$ cat config.mk
export PLATFORM = sky130hd
export DESIGN_NAME = rotate_kick_ctrl
export DESIGN_NICKNAME = d
export VERILOG_FILES = /design/src/rtl/rotate_kick_ctrl_pkg.sv /design/src/rtl/rotate_kick_ctrl_cells_free_check.sv /design/src/rtl/rotate_kick_ctrl.sv
export SDC_FILE = /design/constraint.sdc
export NUM_CORES = 1
export LEC_CHECK = 0
export CAP_MARGIN = 20
export CORE_UTILIZATION = 50
export CTS_BUF_LIST = sky130_fd_sc_hd__clkbuf_8
export DETAILED_ROUTE_END_ITERATION = 16
export PLACE_DENSITY = 0.7
export SLEW_MARGIN = 20
export SYNTH_ARGS = -nofsm -noshare
export SYNTH_HDL_FRONTEND = slang
export SYNTH_SLANG_ARGS = --single-unit
export TNS_END_PERCENT = 30
$ cat constraint.sdc
create_clock -name clk -period 11.4 [get_ports clk]
set_input_delay 2.28 -clock clk [delete_from_list [all_inputs] [get_ports clk]]
set_output_delay 2.28 -clock clk [all_outputs]
set_load 0.01 [all_outputs]
$ cat src/rtl/rotate_kick_ctrl_pkg.sv
// Shared playfield geometry, piece codes, sequencer states and the horizontal kick table
// for the rotation sequencer and its helpers.
package rotate_kick_ctrl_pkg;

  localparam int COLS      = 10;
  localparam int ROWS      = 20;
  localparam int CELLS     = COLS * ROWS;
  localparam int NUM_KICKS = 5;
  localparam int STD_KICKS = 3;

  localparam logic [3:0] I_BLOCK = 4'd1;
  localparam logic [3:0] O_BLOCK = 4'd2;
  localparam logic [3:0] T_BLOCK = 4'd3;
  localparam logic [3:0] S_BLOCK = 4'd4;
  localparam logic [3:0] Z_BLOCK = 4'd5;
  localparam logic [3:0] J_BLOCK = 4'd6;
  localparam logic [3:0] L_BLOCK = 4'd7;

  typedef logic [9:0]       coord_t;
  typedef logic [3:0][9:0]  cells_t;

  typedef enum logic [1:0] {
    IDLE  = 2'd0,
    ROT   = 2'd1,
    CHECK = 2'd2,
    FIN   = 2'd3
  } state_t;

  // Kick order 0, +1, -1, +2, -2 as 10-bit two's complement column offsets.
  function automatic coord_t kick_dx(input logic [2:0] k);
    case (k)
      3'd1:    kick_dx = 10'd1;
      3'd2:    kick_dx = 10'h3FF;
      3'd3:    kick_dx = 10'd2;
      3'd4:    kick_dx = 10'h3FE;
      default: kick_dx = 10'd0;
    endcase
  endfunction

endpackage

$ cat src/rtl/rotate_kick_ctrl_cells_free_check.sv
// Combinational legality test for four cells against a board snapshot: every cell must be
// on the playfield and unoccupied. Negative coordinates wrap large and fail the range test.
module cells_free_check
  import rotate_kick_ctrl_pkg::*;
(
  input  cells_t             x,
  input  cells_t             y,
  input  logic [0:CELLS-1]   board,
  output logic               legal
);

  logic [3:0]      in_range;
  logic [3:0]      cell_ok;
  logic [3:0][7:0] idx;

  for (genvar i = 0; i < 4; i++) begin : g_cell
    assign in_range[i] = (x[i] < 10'(COLS)) && (y[i] < 10'(ROWS));
    // Only meaningful when in range; out-of-range cells are rejected before the lookup matters.
    assign idx[i]      = 8'((y[i] * COLS) + x[i]);
    assign cell_ok[i]  = in_range[i] && !board[idx[i]];
  end

  assign legal = &cell_ok;

endmodule

$ cat src/rtl/rotate_kick_ctrl.sv
// Rotation sequencer: snapshots a rotate request, rotates the piece about cell 2, then tries
// horizontal wall kicks one per cycle and commits the first legal placement.
module rotate_kick_ctrl
  import rotate_kick_ctrl_pkg::*;
(
  input  logic             clk,
  input  logic             rst,
  input  logic             rot_req,
  input  logic             rot_dir,
  input  logic [3:0]       current_block,
  input  logic [9:0]       ctrlX1,
  input  logic [9:0]       ctrlX2,
  input  logic [9:0]       ctrlX3,
  input  logic [9:0]       ctrlX4,
  input  logic [9:0]       ctrlY1,
  input  logic [9:0]       ctrlY2,
  input  logic [9:0]       ctrlY3,
  input  logic [9:0]       ctrlY4,
  input  logic [0:CELLS-1] boardMemory,
  output logic             busy,
  output logic             done,
  output logic             ok,
  output logic [2:0]       kick_used,
  output logic [9:0]       newX1,
  output logic [9:0]       newX2,
  output logic [9:0]       newX3,
  output logic [9:0]       newX4,
  output logic [9:0]       newY1,
  output logic [9:0]       newY2,
  output logic [9:0]       newY3,
  output logic [9:0]       newY4
);

  state_t           state, state_next;
  logic [2:0]       k, k_last;
  logic             dir_q;
  logic [3:0]       block_q;
  cells_t           sx, sy, bx, by, rx, ry, cx, cy, nx, ny;
  logic [0:CELLS-1] board_q;
  logic             ok_q;
  logic [2:0]       kick_q;
  logic             legal;

  logic load_snap, load_base, k_inc, commit, fail, o_pass;

  // Only the I piece gets the wide +/-2 kicks; unknown codes fall back to the short list.
  assign k_last = (block_q == I_BLOCK) ? 3'(NUM_KICKS - 1) : 3'(STD_KICKS - 1);

  for (genvar i = 0; i < 4; i++) begin : g_rot
    coord_t dx, dy;
    assign dx    = sx[i] - sx[1];
    assign dy    = sy[i] - sy[1];
    assign rx[i] = dir_q ? (sx[1] + dy) : (sx[1] - dy);
    assign ry[i] = dir_q ? (sy[1] - dx) : (sy[1] + dx);
    assign cx[i] = bx[i] + kick_dx(k);
    assign cy[i] = by[i];
  end

  cells_free_check u_check (
    .x     (cx),
    .y     (cy),
    .board (board_q),
    .legal (legal)
  );

  always_ff @(posedge clk) begin
    if (rst) state <= IDLE;
    else     state <= state_next;
  end

  always_comb begin
    state_next = state;
    load_snap  = 1'b0;
    load_base  = 1'b0;
    k_inc      = 1'b0;
    commit     = 1'b0;
    fail       = 1'b0;
    o_pass     = 1'b0;
    case (state)
      IDLE: begin
        if (rot_req) begin
          load_snap = 1'b1;
          if (current_block == O_BLOCK) begin
            o_pass     = 1'b1;
            state_next = FIN;
          end else begin
            state_next = ROT;
          end
        end
      end
      ROT: begin
        load_base  = 1'b1;
        state_next = CHECK;
      end
      CHECK: begin
        if (legal) begin
          commit     = 1'b1;
          state_next = FIN;
        end else if (k == k_last) begin
          fail       = 1'b1;
          state_next = FIN;
        end else begin
          k_inc = 1'b1;
        end
      end
      FIN:     state_next = IDLE;
      default: state_next = IDLE;
    endcase
  end

  always_ff @(posedge clk) begin
    if (rst) begin
      dir_q   <= 1'b0;
      block_q <= '0;
      sx      <= '0;
      sy      <= '0;
      board_q <= '0;
      bx      <= '0;
      by      <= '0;
      k       <= '0;
      nx      <= '0;
      ny      <= '0;
      ok_q    <= 1'b0;
      kick_q  <= '0;
    end else begin
      if (load_snap) begin
        dir_q   <= rot_dir;
        block_q <= current_block;
        sx      <= {ctrlX4, ctrlX3, ctrlX2, ctrlX1};
        sy      <= {ctrlY4, ctrlY3, ctrlY2, ctrlY1};
        board_q <= boardMemory;
      end
      if (load_base) begin
        bx <= rx;
        by <= ry;
        k  <= '0;
      end
      if (k_inc) k <= k + 3'd1;
      if (o_pass) begin
        nx     <= {ctrlX4, ctrlX3, ctrlX2, ctrlX1};
        ny     <= {ctrlY4, ctrlY3, ctrlY2, ctrlY1};
        ok_q   <= 1'b1;
        kick_q <= '0;
      end
      if (commit) begin
        nx     <= cx;
        ny     <= cy;
        ok_q   <= 1'b1;
        kick_q <= k;
      end
      if (fail) ok_q <= 1'b0;
    end
  end

  assign busy      = (state == ROT) || (state == CHECK);
  assign done      = (state == FIN);
  assign ok        = ok_q;
  assign kick_used = kick_q;
  assign newX1 = nx[0];
  assign newX2 = nx[1];
  assign newX3 = nx[2];
  assign newX4 = nx[3];
  assign newY1 = ny[0];
  assign newY2 = ny[1];
  assign newY3 = ny[2];
  assign newY4 = ny[3];

endmodule

==> metrics.csv <==
stage,metric,value,unit
outcome,run status,completed,
setup_path,CP Capture Type,flip-flop,
min_path,class of the tightest hold or removal check,reg -> reg,
min_path,worst hold path depth,2,
clocking,hold_buf cts,0,
routing,routed len/inst,21.1,microns
final_layout,share of post-route cells with drive strength above 1,0.117,
setup_path,Worst Path Max Fanout,49,
synth,synthesized instance count,3475,
setup_path,cell family with the largest share of critical-path delay,adder cells,
grt,gr busiest metal,met2,
floorplan,Die ar.,65000,sq um
grt,met1 usage,0.394,
clocking,clk_lat worst skew,0.71,ns
routing,antenna-violating nets left,0,
routing,overall routed net length,97.9,mm
floorplan,core footprint,63200,sq um
sta,final setup fails,0,
run,max-capacitance violation count,0,
pwr,Logic pwr share,0.585,
sta,RSZ-0062 raised after global routing,false,
clocking,TritonCTS clock tree,built,
synth,top post-synthesis cells by area,"dfxtp_1, mux4_2, ha_1",
pwr,sw power,4.00,mW
sta,number of max-slew violations in the final report,0,
pwr,sw frac,0.447,
routing,DRT Pass-1 Iters,6,
sta,worst slew margin relative to its limit,0.227,
setup_path,r2r endpoint,kick_used[0],
synth,most frequent cells after synthesis,"nand2_1, dfxtp_1, a21oi_1",
synth,top-area cell type share of the netlist area,0.284,
sta,"Hold Violations, Final",0,
floorplan,die width,255,microns
floorplan,Initial Util,0.506,
min_path,worst hold endpoint,block_q[3],
pwr,Design Power,8.96,mW
synth,synthesized area per cell,9.21,sq um
setup_path,slowest CP cell,fa_4,
final_layout,Nets,4261,
synth,most numerous cell in the Yosys netlist,nand2_1,
pwr,clock power share,0.177,
setup_path,"Data required, critical path",12.04,ns
placed_design,cell area after placement,36100,sq um
setup_path,Worst Path Buf+Inv,4,
clocking,clock sink count,454,
sta,Hold WS,0.453,ns
grt,vias in the first global route,26580,
sta,fin crit share,0.709,
setup_path,RR Startpoint,k[0],
synth,sequential area share after synthesis,0.284,
pwr,P_int,4.96,mW
setup_path,flop-to-flop setup slack,3.31,ns
setup_path,worst setup path class,reg -> reg,
final_layout,final instance area,37800,sq um
synth,"area leader, netlist",dfxtp_1,
clocking,Post-CTS Setup Inserts,0,
setup_path,WP data arrival,8.72,ns
sta,"Worst Setup Slack, final",3.31,ns
grt,first-pass GRT wire length,151,mm
clocking,CTS max path bufs,3,
routing,initial DRC count,2586,
placed_design,DP Wirelength,72.4,mm
sta,Total Neg Setup Slack,0,ns
floorplan,Die Ht,255,microns
grt,gr ovfl total,0,
placed_design,pre-CTS setup slack,3.36,ns
clocking,"CTS clk-pin slew, worst paths",0.06,ns
sta,Slew @ Worst Pin,1.15,ns
floorplan,FP Rows,92,
synth,mapped cell area,32000,sq um
placed_design,placer's final routability congestion estimate,0.962,
synth,post-synth cell types,88,
routing,Vias/cell,5.91,
grt,initial antenna violation count,3,
sta,max frequency,0.124,GHz
synth,ys async rst share,0,
sta,Final Skew,0.0598,ns
setup_path,worst reg2reg path depth,18,
pwr,Pwr per Cell Area,237,nW/um^2
clocking,clock root buffer,clkbuf_8,
synth,yosys warns,0,
synth,Post-synth EDFFs,0,
clocking,cts bufs inserted,79,
clocking,Post-CTS Resized,0,
floorplan,Ports,374,
synth,Post-synth top flop,dfxtp_1,
routing,drt drc,0,
placed_design,I/O Buffers,373,
setup_path,Startpoint Class,flip-flop,
grt,largest net degree at the start of global routing,122,
pwr,Worst VDD drop,0.397,mV
setup_path,worst-path cell chain,inv_1 -> ha_1 -> mux2i_4 -> inv_1 -> ha_1 -> xor2_1 -> fa_4 -> mux4_1 -> mux4_2 -> mux2i_1 -> mux2i_1 -> mux2_2 -> a2bb2oi_1 -> nand4bb_4 -> buf_4 -> nor3_4 -> buf_4 -> a31o_2,
grt,Overall Global Routing Usage,0.300,
grt,grt met3 use,0.0436,
clocking,CTS H-Tree Depth,3,
routing,Via Count,27441,
pwr,leakage power,15.2,nW
synth,syn_nets,4001,
pwr,register share of total power,0.237,
final_layout,Synth-to-Final Area Change,18.2,%
grt,met2 usage,0.500,
sta,Final min period,8.09,ns
setup_path,CP peak stage delay,1.50,ns
synth,register bit total from synthesis,454,
min_path,hold_sp,block_q[3],
## placed cells by master (no fill, tap or decap), types with 16 or more instances in the layout
cell type | Yosys | routed
o21a_1 | 19 | 19
a211oi_1 | 58 | 58
clkdlybuf4s50_1 | 0 | 372
a21boi_0 | 16 | 16
xnor2_1 | 123 | 123
inv_1 | 141 | 163
nand3_1 | 17 | 17
o21ai_0 | 65 | 65
a21oi_1 | 380 | 380
mux2i_1 | 188 | 188
o21bai_1 | 33 | 33
dfxtp_1 | 454 | 453
clkbuf_8 | 0 | 99
buf_4 | 9 | 30
ha_1 | 214 | 206
a21o_1 | 25 | 25
nor2b_1 | 20 | 20
fa_1 | 24 | 22
nor3_1 | 70 | 70
nor2_1 | 202 | 202
a31oi_1 | 28 | 28
mux4_2 | 236 | 236
xor2_1 | 59 | 55
nor4_1 | 46 | 46
nand2_1 | 646 | 644
## worst min-delay path, cell delays in order, from the launching register on
cell     delay, ns
dfxtp_1       0.31
nand2_1       0.05
a21oi_1       0.05
## registers in the layout, indices dropped and copies added, names as in the netlist, 40 cells and up
signal	count
sx	40
board_q	200
sy	40
bx	40
by	40
## cell families after synthesis
| kind of cell | synth area share |
|---|---|
| flip-flops | 0.284 |
| AO/OA/AOI/OAI | 0.130 |
| AND/OR/NAND/NOR | 0.148 |
| multiplexers | 0.237 |
| buffers and inverters | 0.0477 |
| XOR/XNOR | 0.0542 |
| adder cells (fa/ha/maj) | 0.0987 |
## routing by layer
metal | up-vias | wire length [microns]
li1 | 13054 | -
met1 | 13040 | 40800
met2 | 1148 | 46900
met3 | 199 | 7150
met4 | 0 | 3110
met5 | - | 0
## power by group through the flow
stage / sequential (mW) / clock, mW / combinational (mW)
3_3_place_gp: 2.14 / 0 / 5.12
4_1_cts: 2.12 / 1.61 / 5.20
2_1_floorplan: 2.00 / 0 / 4.02
3_5_place_dp: 2.15 / 0 / 5.17
5_1_grt: 2.15 / 1.68 / 5.68
6_report: 2.13 / 1.59 / 5.25
## cell type report
| type | count | area [sq um] |
|---|---|---|
| multi-input cells | 2655 | 21500 |
| fillers | 5553 | 25400 |
| inverters | 142 | 533 |
| clock buffers | 99 | 1360 |
| well taps | 846 | 1060 |
| flip-flops and latches | 454 | 9090 |
| repair buffers | 403 | 3960 |
| clock inverters | 40 | 299 |
| diodes | 3 | 7.51 |
## metrics by stage
step                       util  instances
after floorplan               -       3475
after global placement    0.572       4500
after detailed placement  0.572       4500
after CTS                 0.598       4639
after global routing      0.598       4642
final                     0.598       4642
## worst max-delay path by stage
stage | from | end | slack, ns | depth (start not counted)
3_5_place_dp | k[0] | newY1[9] | 3.36 | 18
2_1_floorplan | k[0] | newY1[0] | 5.78 | 22
5_1_grt | k[0] | newX4[9] | 2.86 | 18
6_report | k[0] | kick_used[0] | 3.31 | 18
3_3_place_gp | k[0] | kick_used[0] | 3.51 | 18
4_1_cts | k[0] | newY1[9] | 3.34 | 18
Power figures use the tool's default switching activity.
